--- config.mk ---
export PLATFORM = sky130hd
export DESIGN_NAME = alu_sequencer
export DESIGN_NICKNAME = d
export VERILOG_FILES = /design/src/rtl/alu_sequencer.sv
export SDC_FILE = /design/constraint.sdc
export NUM_CORES = 1
export LEC_CHECK = 0
export ABC_AREA = 1
export ABC_CLOCK_PERIOD_IN_PS = 2000
export CELL_PAD_IN_SITES_DETAIL_PLACEMENT = 1
export CELL_PAD_IN_SITES_GLOBAL_PLACEMENT = 2
export CORE_MARGIN = 4
export CORE_UTILIZATION = 29
export CTS_BUF_LIST = sky130_fd_sc_hd__clkbuf_4 sky130_fd_sc_hd__clkbuf_8 sky130_fd_sc_hd__clkbuf_16
export DETAILED_ROUTE_END_ITERATION = 6
export PLACE_DENSITY = 0.85
export SKIP_LAST_GASP = 1
export SYNTH_ARGS = -nofsm -noshare
export SYNTH_HDL_FRONTEND = slang
export SYNTH_SLANG_ARGS = --single-unit
export TNS_END_PERCENT = 10
--- constraint.sdc ---
create_clock -name clk -period 2 [get_ports clk]
set_clock_uncertainty 0.15 [all_clocks]
set_input_delay 0.2 -clock clk [delete_from_list [all_inputs] [get_ports clk]]
set_output_delay 0.2 -clock clk [all_outputs]
set_load 0.01 [all_outputs]
--- src/rtl/alu_sequencer.sv ---
// alu_sequencer: execute stage doing single-cycle ADD/SUB and shift-add unsigned MUL,
// with an O-register load strobe and status flags.
module alu_sequencer #(
    parameter int INPUT_WIDTH  = 4,
    parameter int OUTPUT_WIDTH = 8
) (
    input  logic                    clk,
    input  logic                    reset,
    input  logic                    start,
    input  logic [1:0]              op,
    input  logic [INPUT_WIDTH-1:0]  a_in,
    input  logic [INPUT_WIDTH-1:0]  b_in,
    output logic                    busy,
    output logic                    done,
    output logic                    ldo,
    output logic [OUTPUT_WIDTH-1:0] result,
    output logic                    carry,
    output logic                    zero,
    output logic                    err
);
    localparam int IW = INPUT_WIDTH;
    localparam int OW = OUTPUT_WIDTH;
    localparam int CW = $clog2(IW + 1);
    localparam logic [1:0] IDLE = 2'd0;
    localparam logic [1:0] MUL  = 2'd1;
    localparam logic [1:0] DONE = 2'd2;

    logic [1:0]    state;
    logic [IW-1:0] a_r;
    logic [OW:0]   p;
    logic [CW-1:0] count;
    logic [IW:0]   sum;
    logic [OW:0]   p_next;
    logic [OW-1:0] add_res;
    logic [OW-1:0] sub_res;

    // Upper IW+1 bits of p form the accumulator, so the add carry never escapes.
    always_comb begin
        sum     = p[OW:IW] + (p[0] ? {1'b0, a_r} : '0);
        p_next  = {sum, p[IW-1:0]} >> 1;
        add_res = OW'(a_in) + OW'(b_in);
        sub_res = OW'(a_in) - OW'(b_in);
    end

    assign busy = state != IDLE;
    assign done = state == DONE;
    assign ldo  = done;

    always_ff @(posedge clk) begin
        if (reset) begin
            state  <= IDLE;
            a_r    <= '0;
            p      <= '0;
            count  <= '0;
            result <= '0;
            carry  <= 1'b0;
            zero   <= 1'b0;
            err    <= 1'b0;
        end else begin
            err <= 1'b0;
            case (state)
                IDLE: if (start) begin
                    case (op)
                        2'b00: begin
                            result <= add_res;
                            carry  <= add_res[IW];
                            zero   <= add_res == '0;
                            state  <= DONE;
                        end
                        2'b01: begin
                            result <= sub_res;
                            carry  <= a_in < b_in;
                            zero   <= sub_res == '0;
                            state  <= DONE;
                        end
                        2'b10: begin
                            a_r   <= a_in;
                            p     <= {{(IW + 1){1'b0}}, b_in};
                            count <= '0;
                            state <= MUL;
                        end
                        default: err <= 1'b1;
                    endcase
                end
                MUL: begin
                    p     <= p_next;
                    count <= count + CW'(1);
                    if (count == CW'(IW - 1)) begin
                        result <= p_next[OW-1:0];
                        carry  <= 1'b0;
                        zero   <= p_next[OW-1:0] == '0;
                        state  <= DONE;
                    end
                end
                default: state <= IDLE;
            endcase
        end
    end
endmodule

### Word-level counts from Yosys, hierarchy flattened

Cells that the tools add are included.

| word-level totals | value |
|---|---|
| flip-flop bits (word level) | 29 |
| word-level logic and storage cells | 63 |

| operators by class | value |
|---|---|
| $add $sub $neg | 4 |
| magnitude comparators | 1 |
| equality and inequality tests | 10 |
| muxes and demuxes | 24 |
| bitwise logic cells | 2 |
| reduce and logical (&&, ||, !) cells | 14 |

Operators by type and width:

| operator | number |
|---|---|
| $pmux 8 s2 | 2 |
| $logic_not 8->1 | 3 |
| $mux 9 | 2 |
| $pmux 9 s2 | 1 |
| $mux 8 | 2 |
| $reduce_and 3->1 | 3 |
| $pmux 1 s2 | 4 |
| $pmux 2 s2 | 2 |
| $mux 3 | 2 |
| $pmux 3 s2 | 1 |
| $reduce_or 3->1 | 2 |
| $add 4x4->5 | 1 |
| $add 5x4->5 | 1 |
| $mux 1 | 5 |
| $sub 4x4->5 | 1 |
| $eq 2x1->1 const B | 2 |
| $eq 2x2->1 const B | 2 |
| $logic_not 2->1 | 2 |
| $lt 4x4->1 | 1 |
| $mux 2 | 2 |
| $mux 4 | 1 |
| $ne 2x2->1 const B | 2 |
| $reduce_and 4->1 | 1 |
| $reduce_bool 2->1 | 2 |
| other kinds (7) | 8 |

### Depth between registers and ports, before layout

Gate-level depths: netlist of the first run.

| depth | value |
|---|---|
| depth in word-level cells | 5 |
| gate-level depth with buffers | 13 |
| mapped depth without buffers | 13 |

### Worst setup path after synthesis of the first run

Ideal clock, no wire load.

| path | value |
|---|---|
| path type | register to register |
| start | register p[0] |
| end | register zero |
| arrival time | 1582 ps |
| setup slack | 198 ps |
| cell stages (with the launch flop) | 12 |
| clock period less this slack | 1802 ps |
| cell sequence | dfxtp_1 -> nand2_1 -> inv_1 -> ha_1 -> fa_1 -> nor2_1 -> nand2_1 -> nor2_1 -> nand3_1 -> nor2_1 -> nor2_1 -> a21oi_1 |

| on the way | value |
|---|---|
| longest elaborated chain between the ends | 5 |

Ends and longest elaborated chain:

| what | line | RTL |
|---|---|---|
| from (decl) | 30 | `logic [OW:0] p;` |
| from (signal assigned) | 78 | `p <= {{(IW + 1){1'b0}}, b_in};` |
| from (signal assigned) | 86 | `p <= p_next;` |
| $mux 4 | 39 | `sum = p[OW:IW] + (p[0] ? {1'b0, a_r} : '0);` |
| $add 5x4->5 | 39 |  |
| $logic_not 8->1 | 91 | `zero <= p_next[OW-1:0] == '0;` |
| $mux 1 | 88 | `if (count == CW'(IW - 1)) begin` |
| $pmux 1 s2 | 61 | `case (state)` |
| to (signal assigned) | 57 | `zero <= 1'b0;` |
| to (signal assigned) | 67 | `zero <= add_res == '0;` |
| to (signal assigned) | 91 |  |
| to (decl) | 18 | `output logic zero,` |

No other way between the ends. The select of a mux whose other input is x is not followed.
A chain may end at the register's enable or synchronous reset.

### Worst setup path in the final report of the first run

| path | value |
|---|---|
| start | register state[0] |
| end | output port busy |

| on the way | value |
|---|---|
| longest elaborated chain between the ends | 1 |

Ends and longest elaborated chain:

| what | line | RTL |
|---|---|---|
| from (decl) | 28 | `logic [1:0] state;` |
| from (signal assigned) | 51 | `state <= IDLE;` |
| from (signal assigned) | 68 | `state <= DONE;` |
| from (signal assigned) | 74 | `state <= DONE;` |
| $reduce_bool 2->1 | 45 | `assign busy = state != IDLE;` |
| to (decl) | 13 | `output logic busy,` |

No other way between the ends.

==> results of run 1 <==
cells in the final DEF, fill, tap and decap left out, drive strengths merged:
cell and instances:
nand2 79, inv 39, nor2 37, dfxtp 28, clkdlybuf4s50 25, buf 24, a21oi 23, nand3 16
ha 14, o21ai 13, clkbuf 4, a31oi 3, nor3 3, fa 3, or2 2, clkinv 1
nand3b 1, o2111ai 1, o211ai 1, o22ai 1, dlymetal6s2s 1
logic make-up after synthesis:
family | after synthesis | share of synthesized area, %
adders and majority gates | 17 | 12.9
AOI/OAI and AO/OA | 42 | 13.5
and+or+nand+nor | 138 | 32.2
DFF | 28 | 30.6
buffers and inverters | 48 | 10.9
worst min-delay path, cell delays in order:
cell            delay (ns)
dlymetal6s2s_1        0.15
nand3_1               0.10
a31oi_1               0.08
report_power, final:
| group | switching (mW) | internal, mW | leakage (nW) |
|---|---|---|---|
| clock network | 0.188 | 0.177 | 0.0288 |
| registers | 0.0203 | 0.589 | 0.229 |
| logic | 0.213 | 0.180 | 0.898 |
layout make-up:
class	instances	area, um^2	area share, %
clock buffer	4	55.1	2.29
inverter	40	151	6.30
multi-input combinational	197	1100	45.7
sequential	28	562	23.4
tap	75	93.8	3.90
timing repair buffer	50	443	18.4
metal layers:
metal	global-route usage, %	vias to the layer above	part of all wire [%]
li1	-	948	-
met1	18.4	836	46
met2	26.2	23	49
met3	2.65	6	3.7
met4	3.91	0	1.1
met5	0	-	0
worst paths after layout:
| path | from | endpoint | slack [ns] |
|---|---|---|---|
| worst min-delay path | b_in[0] | p[0]$_SDFFE_PP0P_ | 0.14 |
| worst max-delay path | state[0]$_SDFFE_PP0P_ | busy | 0.10 |
| worst min register to register | count[0]$_SDFFE_PP0P_ | count[0]$_SDFFE_PP0P_ | 0.32 |
| worst max register to register | p[0]$_SDFFE_PP0P_ | result[6]$_SDFFE_PP0P_ | 0.11 |
through the flow:
step,hold slack [ns],cells,setup slack (ns)
floorplan,0.185,273,0.198
global placement,0.301,390,-0.190
detailed placement,0.304,390,-0.258
CTS,0.324,394,0.00270
global route,0.163,394,-0.0830
finish,0.138,394,0.103
flip-flops by register name, summed over array words and instances, names as in the netlist:
signal,flops
count,3
carry,1
result,8
p,8
state,2
a_r,4
zero,1
err,1
==> impl_metrics.py, run 1 <==
metrics = {
    "logic_synthesis": {
        "synth-seq-area-share_pct": 30.6,
        "synth_edf_count": 0,
        "yosys_register_bits": 28,
        "ys_top_cells_by_count": "73 x nand2_1, 36 x inv_1, 35 x nor2_1",
        "synthArstFlopShare_pct": 0,
        "synthDominantCellAreaShare_pct": 30.6,
        "syn_area_um2": 1830,
        "yosysMostFrequentCell": "nand2_1",
        "synth_nets": 303,
        "synth.distinct_cells": 28,
        "yosys_warnings": 0,
        "synth_ff_type": "dfxtp_1",
        "yosysTopAreaCell": "dfxtp_1",
        "avgSynthCellArea_um2": 6.71,
        "syn_inst": 273,
        "netlist_top_cells_area": "dfxtp_1 31%, nand2_1 15%, ha_1 9.6%, inv_1 7.4%, nor2_1 7.2%",
    },
    "sta": {
        "setup_tns_ns": 0,
        "setup_violations": 0,
        "post-route-period-util_pct": 94.8,
        "rsz0062_at_grt": "true",
        "layout_min_cycle_time_ns": 1.90,
        "worst_slew_pin_slew_ns": 0.411,
        "finalHoldViolCount": 0,
        "finalMaxSlewViolations": 0,
        "max-slew-margin-rel_pct": 72.6,
        "fmax_mhz": 527,
    },
    "detailed_routing": {
        "drt_iter0_markers": 38,
        "vias_per_cell": 4.60,
        "drtPass1Iterations": 4,
        "drcViolationCount": 0,
        "wl_mm": 5.17,
        "antenna_left": 0,
        "via_count": 1813,
        "post_drt_wl_per_cell_um": 13.1,
    },
    "layout": {
        "design_area_um2": 2400,
        "utilization_pct": 39.9,
        "fillCellCount": 786,
        "diodes": 0,
        "drive_gt1_share_pct": 19.1,
        "syn2layout_area_growth_pct": 31.3,
        "fin_nets": 350,
    },
    "global_routing": {
        "grt_overflow": 0,
        "grt_antenna_before_repair": 0,
        "grt_pass1_vias": 1938,
        "grt_usage_pct": 14.8,
        "grt_pass1_wl_mm": 8.94,
        "grt_max_degree": 17,
    },
    "cts": {
        "ctsResizeCount": 0,
        "clkTransAtPathRegs_ns": 0.10,
        "clk_latency_ns": 0.28,
        "cts_setup_buffers": 0,
        "cts_tree": "yes",
        "htree_levels": 1,
        "cts_sinks": 28,
        "cts-hold-fix-buffers": 0,
        "numCtsBuffers": 3,
        "ctsRootBufferMaster": "clkbuf_8",
        "max-clock-path-buffers": 2,
    },
    "floorplanning": {
        "ioPinCount": 27,
        "design.die.area_um2": 7650,
        "core-area_um2": 6030,
        "die_x_um": 87.5,
        "core.rowCount": 28,
        "initial_core_util_pct": 30.4,
        "die_h_um": 87.5,
    },
    "power_and_ir_drop": {
        "power_mw": 1.37,
        "p_leak_nw": 1.16,
        "peakVddDrop_mv": 0.281,
        "power_density_nw_per_um2": 569,
    },
    "critical_path": {
        "slowest_stage": "dfxtp_1",
        "critPathMaxFanout": 5,
        "cp.required_ns": 1.65,
        "cp_slowest_stage_delay_ns": 0.54,
        "crit_path_start_kind": "flop",
        "critical_path.endpoint_type": "output pin",
        "crit_family": "buffers and inverters",
        "path_cells": "inv_2 -> nand2_1 -> clkdlybuf4s50_1",
        "worst-setup-path-type": "flop to output pin",
        "r2r_cells": 11,
        "path_depth": 3,
        "path_buf_inv": 2,
        "crit_arrival_ns": 1.55,
    },
    "min_path": {
        "min_path_cells": 3,
        "worst_hold_path_type": "input pin to flop",
    },
    "place": {
        "gp_congestion": 0.822,
        "placed_area_um2": 2320,
        "dpl.hpwl_mm": 4.28,
        "port_buffers": 26,
    },
    "job": {
        "drv_cap": 0,
    },
    "outcome": {
        "outcome": "finished, final reports clean",
    },
}
(Power assumes the default switching activity.)
==> run 2: changes to the inputs <==
SLEW_MARGIN = 0   (was default)
==> results of run 2 <==
Same layout as run 1: the final DEF is identical, and so are final timing and power.
